### src/rtl/mem_port_arbiter.sv
// Arbitrates one variable-latency memory port between instruction fetch and load/store traffic.
// Define MEM_ARB_FAIR_EN to bound consecutive data grants while a fetch is waiting.
module mem_port_arbiter #(
   parameter int DATA_WIDTH  = 32,
   parameter int MAX_DSTREAK = 4
) (
   input  logic                  clk,
   input  logic                  rst,
   input  logic                  if_req,
   input  logic [DATA_WIDTH-1:0] if_addr,
   input  logic                  if_flush,
   output logic [DATA_WIDTH-1:0] if_rdata,
   output logic                  if_valid,
   input  logic                  d_rd,
   input  logic                  d_wr,
   input  logic [DATA_WIDTH-1:0] d_addr,
   input  logic [DATA_WIDTH-1:0] d_wdata,
   input  logic [2:0]            d_size,
   output logic [DATA_WIDTH-1:0] d_rdata,
   output logic                  d_valid,
   output logic                  stall_if,
   output logic                  stall_d,
   output logic                  mem_req,
   output logic                  mem_we,
   output logic [DATA_WIDTH-1:0] mem_addr,
   output logic [DATA_WIDTH-1:0] mem_wdata,
   output logic [2:0]            mem_size,
   input  logic                  mem_ready,
   input  logic [DATA_WIDTH-1:0] mem_rdata
);

   typedef enum logic [1:0] {
      IDLE  = 2'd0,
      FETCH = 2'd1,
      DATA  = 2'd2
   } state_t;

   state_t                r_state;
   state_t                w_next;
   logic [DATA_WIDTH-1:0] r_addr;
   logic [DATA_WIDTH-1:0] r_wdata;
   logic [2:0]            r_size;
   logic                  r_we;
   logic [DATA_WIDTH-1:0] r_if_rdata;
   logic                  r_if_valid;
   logic [DATA_WIDTH-1:0] r_d_rdata;
   logic                  r_d_valid;
   logic                  r_discard;

   logic w_quiet;
   logic w_d_req;
   logic w_f_req;
   logic w_fetch_pri;
   logic w_grant_d;
   logic w_grant_f;

   // A completion cycle grants nothing: the finishing requester's request is stale and the
   // idle gap keeps a continuously requesting data port from starving the arbitration rule.
   assign w_quiet   = ~r_if_valid & ~r_d_valid;
   assign w_d_req   = (d_rd | d_wr) & w_quiet;
   assign w_f_req   = if_req & ~if_flush & w_quiet;
   assign w_grant_d = (r_state == IDLE) & w_d_req & ~w_fetch_pri;
   assign w_grant_f = (r_state == IDLE) & w_f_req & ~w_grant_d;

`ifdef MEM_ARB_FAIR_EN
   localparam int                STREAK_W   = $clog2(MAX_DSTREAK + 1);
   localparam logic [STREAK_W-1:0] STREAK_MAX = STREAK_W'(MAX_DSTREAK);

   logic [STREAK_W-1:0] r_streak;

   assign w_fetch_pri = w_f_req & (r_streak == STREAK_MAX);

   always_ff @(posedge clk or negedge rst) begin
      if (!rst) begin
         r_streak <= '0;
      end else if (r_state == IDLE) begin
         if (w_grant_f || !if_req)
            r_streak <= '0;
         else if (w_grant_d && (r_streak != STREAK_MAX))
            r_streak <= r_streak + 1'b1;
      end
   end
`else
   // Strict data priority; MAX_DSTREAK only matters with fairness enabled.
   assign w_fetch_pri = (MAX_DSTREAK < 0);
`endif

   always_comb begin
      w_next = r_state;
      case (r_state)
         IDLE: begin
            if (w_grant_d)
               w_next = DATA;
            else if (w_grant_f)
               w_next = FETCH;
         end
         FETCH, DATA: begin
            if (mem_ready)
               w_next = IDLE;
         end
         default: w_next = IDLE;
      endcase
   end

   always_ff @(posedge clk or negedge rst) begin
      if (!rst) begin
         r_state    <= IDLE;
         r_addr     <= '0;
         r_wdata    <= '0;
         r_size     <= '0;
         r_we       <= 1'b0;
         r_if_rdata <= '0;
         r_if_valid <= 1'b0;
         r_d_rdata  <= '0;
         r_d_valid  <= 1'b0;
         r_discard  <= 1'b0;
      end else begin
         r_state    <= w_next;
         r_if_valid <= 1'b0;
         r_d_valid  <= 1'b0;
         case (r_state)
            IDLE: begin
               r_discard <= 1'b0;
               if (w_grant_d) begin
                  r_addr  <= d_addr;
                  r_wdata <= d_wdata;
                  r_size  <= d_size;
                  r_we    <= d_wr;
               end else if (w_grant_f) begin
                  r_addr <= if_addr;
                  r_size <= 3'b010;
                  r_we   <= 1'b0;
               end
            end
            FETCH: begin
               if (if_flush)
                  r_discard <= 1'b1;
               if (mem_ready) begin
                  r_if_rdata <= mem_rdata;
                  r_if_valid <= ~(r_discard | if_flush);
               end
            end
            DATA: begin
               if (mem_ready) begin
                  if (!r_we)
                     r_d_rdata <= mem_rdata;
                  r_d_valid <= 1'b1;
               end
            end
            default: ;
         endcase
      end
   end

   assign mem_req   = (r_state != IDLE);
   assign mem_we    = r_we & mem_req;
   assign mem_addr  = r_addr;
   assign mem_wdata = r_wdata;
   assign mem_size  = r_size;
   assign if_rdata  = r_if_rdata;
   assign if_valid  = r_if_valid;
   assign d_rdata   = r_d_rdata;
   assign d_valid   = r_d_valid;
   // Stalls are gated by reset so every output reads 0 while reset is held.
   assign stall_if  = rst & if_req & ~r_if_valid;
   assign stall_d   = rst & (d_rd | d_wr) & ~r_d_valid;

endmodule

### config.mk
export PLATFORM = sky130hd
export DESIGN_NAME = mem_port_arbiter
export DESIGN_NICKNAME = d
export VERILOG_FILES = /design/src/rtl/mem_port_arbiter.sv
export SDC_FILE = /design/constraint.sdc
export NUM_CORES = 1
export LEC_CHECK = 0
export BUFFER_PORTS_ARGS = -buffer_cell sky130_fd_sc_hd__buf_4
export CAP_MARGIN = 20
export CELL_PAD_IN_SITES_DETAIL_PLACEMENT = 1
export CELL_PAD_IN_SITES_GLOBAL_PLACEMENT = 2
export CORE_MARGIN = 2
export CORE_UTILIZATION = 31
export CTS_BUF_LIST = sky130_fd_sc_hd__clkbuf_16
export CTS_CLUSTER_SIZE = 24
export DETAILED_ROUTE_END_ITERATION = 16
export PLACE_DENSITY = 0.95
export SLEW_MARGIN = 20
export SYNTH_ARGS = -nofsm -noshare
export SYNTH_HDL_FRONTEND = slang
export SYNTH_SLANG_ARGS = --single-unit
### constraint.sdc
create_clock -name clk -period 3.7 [get_ports clk]
set_input_delay 0.185 -clock clk [delete_from_list [all_inputs] [get_ports clk]]
set_output_delay 0.185 -clock clk [all_outputs]
set_load 0.01 [all_outputs]
# Word-level counts from Yosys, hierarchy flattened
# Cells that the tools add are included.
# op_classes
eq_ne	5
div	0
add_sub_neg	0
n_mux	16
n_lt_le_gt_ge	0
reduce_logical	11
multipliers	0
n_bitwise	20
shifts	0
# op_table
op	n
32-bit two-way mux	2
1-bit bitwise AND	12
2-bit AND reduction	5
1-bit two-way mux	7
2-bit two-way mux	3
3-bit two-way mux	2
1-bit NOT	6
2-bit nonzero test	3
2-bit inequality test, second input constant	2
2-bit one-hot mux with 2 select lines	1
3-bit inequality test, second input constant	1
3-bit AND reduction	1
2-bit by 1-bit equality test with 1-bit output, second input constant	1
2-bit equality test, second input constant	1
2-bit zero test	1
1-bit bitwise OR	2
1-bit one-hot mux with 2 select lines	1
2-bit OR reduction	1
# word_totals
ff_bits	137
mem_bits_ro	0
elab_cells	62
ramBits	0
memories	0
in_bits	138
latchBits	0

# Depth between registers and ports, before layout
# logic_depth
ltp_word	9
depth_mapped	7

# Worst setup path after synthesis
# OpenSTA, ideal clock, no wires.
# synth_path
path_type	reg-to-reg
start	reg r_state[1]
end	reg r_wdata[10], in the netlist mem_wdata[10]
path_stages_with_launch	8
path_slack_ps	1794
arrival_time_ps	1781
synth_period_minus_slack_ps	1906
path_buffers	2
path_cell_list	dfrtp_1 > inv_1 > ha_1 > or3b_1 > buf_4 > nor2_8 > buf_8 > mux2_4
# synth_via
elab_chain_len	3
# synth_rtl
item	line_no	rtl
start, declared	38	state_t r_state;
start signal, assigned	118	r_state <= w_next;
2-bit zero test *	62, 121	
1-bit bitwise AND	62	assign w_grant_d = (r_state == IDLE) & w_d_req & ~w_fetch_pri;
2-bit AND reduction (no source line) *	n/a	
end signal, assigned	126	r_wdata <= d_wdata;
end, declared	41	logic [DATA_WIDTH-1:0] r_wdata;
# Every way passes the cells marked *; elsewhere a longest branch is shown, timed or not.
# A chain may end at the register's enable or synchronous reset.

# Worst setup path in the final report
# layout_path
start	reg r_state[1]
end	reg r_wdata[20], in the netlist mem_wdata[20]
# The elaborated chain is that of the path after synthesis.

==> flow_summary.yaml <==
floorplan:
  core_area_um2: 18700
  dieWidth_um: 142
  pin_count: 275
  dieArea_um2: 20200
  die_y_um: 142
  start_util: 0.317
  num_rows: 50
pwr:
  switching_power_mw: 2.82
  seq_power_share: 0.337
  p_sw_frac: 0.347
  p_int_mw: 5.32
  leakagePower_nw: 4.53
  cellPowerDensity_nw_per_um2: 886
  ir_drop_uv: 310
  p_comb_frac: 0.446
  clkPwrFrac: 0.216
clock_network:
  h-tree-depth: 4
  insertion_delay_ns: 0.42
  cts_made_buffers: 17
  cts_root_buffer: "clkbuf_16"
  clock_path_buffers: 2
  clock_sink_count: 137
  cts.clk_slew.worst_paths_ns: 0.07
  post_cts_hold_buffer_count: 42
  cts_tree: "yes"
  ctsResizeCount: 0
  post-cts-setup-buffers: 0
detailed_routing:
  drt_pass1_iterations: 4
  wire_per_inst_um: 20.6
  drt_iter0_markers: 115
  via_per_inst: 4.93
  ant_nets: 0
  via_count: 4874
  routed_wl_um: 20300
  drc: 0
yosys:
  synth_top_area_share: 0.579
  yosysUniqueCellTypes: 33
  syn_inst: 433
  syn_nets: 574
  synth_area_per_cell_um2: 13.7
  ys_ff_latch: 137
  synth_area_um2: 5920
  yosys.area.top_type: "dfrtp_1"
  yosysSeqAreaShare: 0.579
  yosys-top-cells-area: "dfrtp_1 58%, mux2_2 12%, mux2_4 6.8%, o21ai_0 5.4%, a2bb2oi_1 4.7%"
  synth_warnings: 0
critical_path:
  ff2ff_path_depth: 5
  critPathBufInv: 1
  path_max_fanout: 35
  critPathArrivalTime_ns: 2.71
  path_delay_family: "simple AND/OR/NAND/NOR gates"
  critPathLaunch: "r_state[1]"
  cp.required_ns: 4.00
  worstPathCellList: "inv_1 -> ha_1 -> or3b_1 -> nor2_8 -> mux2_1"
  timing.rr.end: "mem_wdata[20]"
  worst_path_max_delay_cell: "nor2_8"
  startpoint_type: "register"
  critPathKind: "register to register"
  r2r_slack_ns: 1.28
  cp_slowest_stage_delay_ns: 0.63
  reg2reg_from: "r_state[1]"
  crit_end: "mem_wdata[20]"
  crit_path_end_kind: "register"
  cp_num_cells: 5
timing:
  fin_ws_ns: 1.28
  hold_viol_final: 0
  fin_skew_ns: 0.0126
  finalCritPeriodShare: 0.653
  clock.fmax_mhz: 414
  worstMarginPinSlew_ns: 0.919
  fin_crit_ns: 2.42
  totalNegativeSetupSlack_ns: 0
  rsz0062_at_grt: "false"
  slew_headroom: 0.387
  drv_slew: 0
  setup_violations: 0
global_route:
  antenna_found_initial: 0
  overflow: 0
  grt_pass1_vias: 5487
  gr-usage-all-layers: 0.201
  grt_max_degree: 103
  grt_pass1_wl_um: 31000
placed_design:
  dp_slack_ns: 1.06
  gp_congestion: 0.851
  hpwl_um: 14200
  port-buffer-count: 274
finish:
  diodes: 0
  fin_nets: 882
  layout_common_cells: "278 x buf_4, 137 x dfrtp_1, 64 x o21ai_0, 64 x mux2_2, 43 x dlygate4sd3_1"
  layout_commonest_cell: "buf_4"
  syn_to_final_growth_pct: 55.2
  drive_gt1_frac: 0.540
status:
  status: "complete, no violations"
flow_run:
  max_cap_violations: 0
worst_hold_path:
  hold_class: "input pin to register"
layer usage:
layer,wire length (um),track usage,up-vias
met4,508,0.0711,0
met2,10800,0.374,193
met3,1330,0.0525,37
met5,0,0,-
met1,7730,0.220,2448
li1,-,-,2196
worst register-to-register path: stages, from the launching register on:
cell and delay, ns:
dfrtp_1 0.39, inv_1 0.12, ha_1 0.27, or3b_1 0.47, nor2_8 0.63, mux2_1 0.43
worst min-delay path by stage:
stage	from	endpoint	slack [ns]	depth (start not counted)
after floorplan	rst	d_rdata[0]	-0.11	0
after global placement	rst	d_rdata[10]	0.34	1
after detailed placement	rst	d_rdata[1]	0.37	1
after CTS	mem_rdata[22]	d_rdata[22]	0.0008	2
after global routing	d_wdata[10]	mem_wdata[10]	0.005	2
final	mem_rdata[1]	d_rdata[1]	0.02	2
cell families after synthesis:
family	synth area share
multiplexers	0.200
flip-flops	0.579
AO/OA/AOI/OAI	0.112
AND/OR/NAND/NOR	0.0710
adder cells (fa/ha/maj)	0.00634
buffers and inverters	0.0321
power by group through the flow:
stage,sequential [mW],clock (mW),combinational (mW)
3_3_place_gp,2.70,0,3.46
3_5_place_dp,2.75,0,3.64
6_report,2.75,1.76,3.64
4_1_cts,2.74,1.81,3.69
5_1_grt,2.82,1.88,3.91
2_1_floorplan,2.99,0,1.55
cells in the mapped netlist:
cell	count
dfrtp_1	137
mux2_2	64
o21ai_0	64
a2bb2oi_1	32
and3b_1	31
mux2_4	27
clkbuf_1	23
mux2_1	5
nor2_1	5
inv_1	4
a22o_1	3
buf_1	3
buf_2	3
ha_1	3
nand2_1	3
nand2b_1	3
a21oi_1	2
a31oi_1	2
buf_12	2
nand3_1	2
nor2b_1	2
nor3_1	2
and2_1	1
buf_4	1
buf_8	1
nor2_8	1
nor3b_1	1
nor3b_2	1
o311ai_0	1
o31ai_1	1
or2_1	1
or2_2	1
or3b_1	1
cell type report:
type                            instances  area [um^2]
Tap cell                              234          293
Timing Repair Buffer                  322         2530
Multi-Input combinational cell        259         2320
Clock inverter                         15          188
Clock buffer                           17          425
Fill cell                            1946         9510
Sequential cell                       137         3430
Inverter                                4         15.0
flip-flops by register name, indices dropped and copies added, names as in the netlist:
name	flops
d_rdata	32
if_rdata	32
mem_addr	32
mem_wdata	32
mem_size	3
r_state	2
d_valid	1
if_valid	1
r_discard	1
r_we	1
through the flow:
stage               total power [mW]  instance area (um^2)  utilization  std cells  hold WS, ns
floorplan                       4.54                  5920            -        433       -0.111
global placement                6.15                  8150        0.436        913        0.344
detailed placement              6.39                  8150        0.436        913        0.369
CTS                             8.24                  9180        0.491        987     0.000763
global route                    8.61                  9200        0.492        988      0.00526
finish                          8.15                  9200        0.492        988       0.0165
Power figures use the tool's default switching activity.
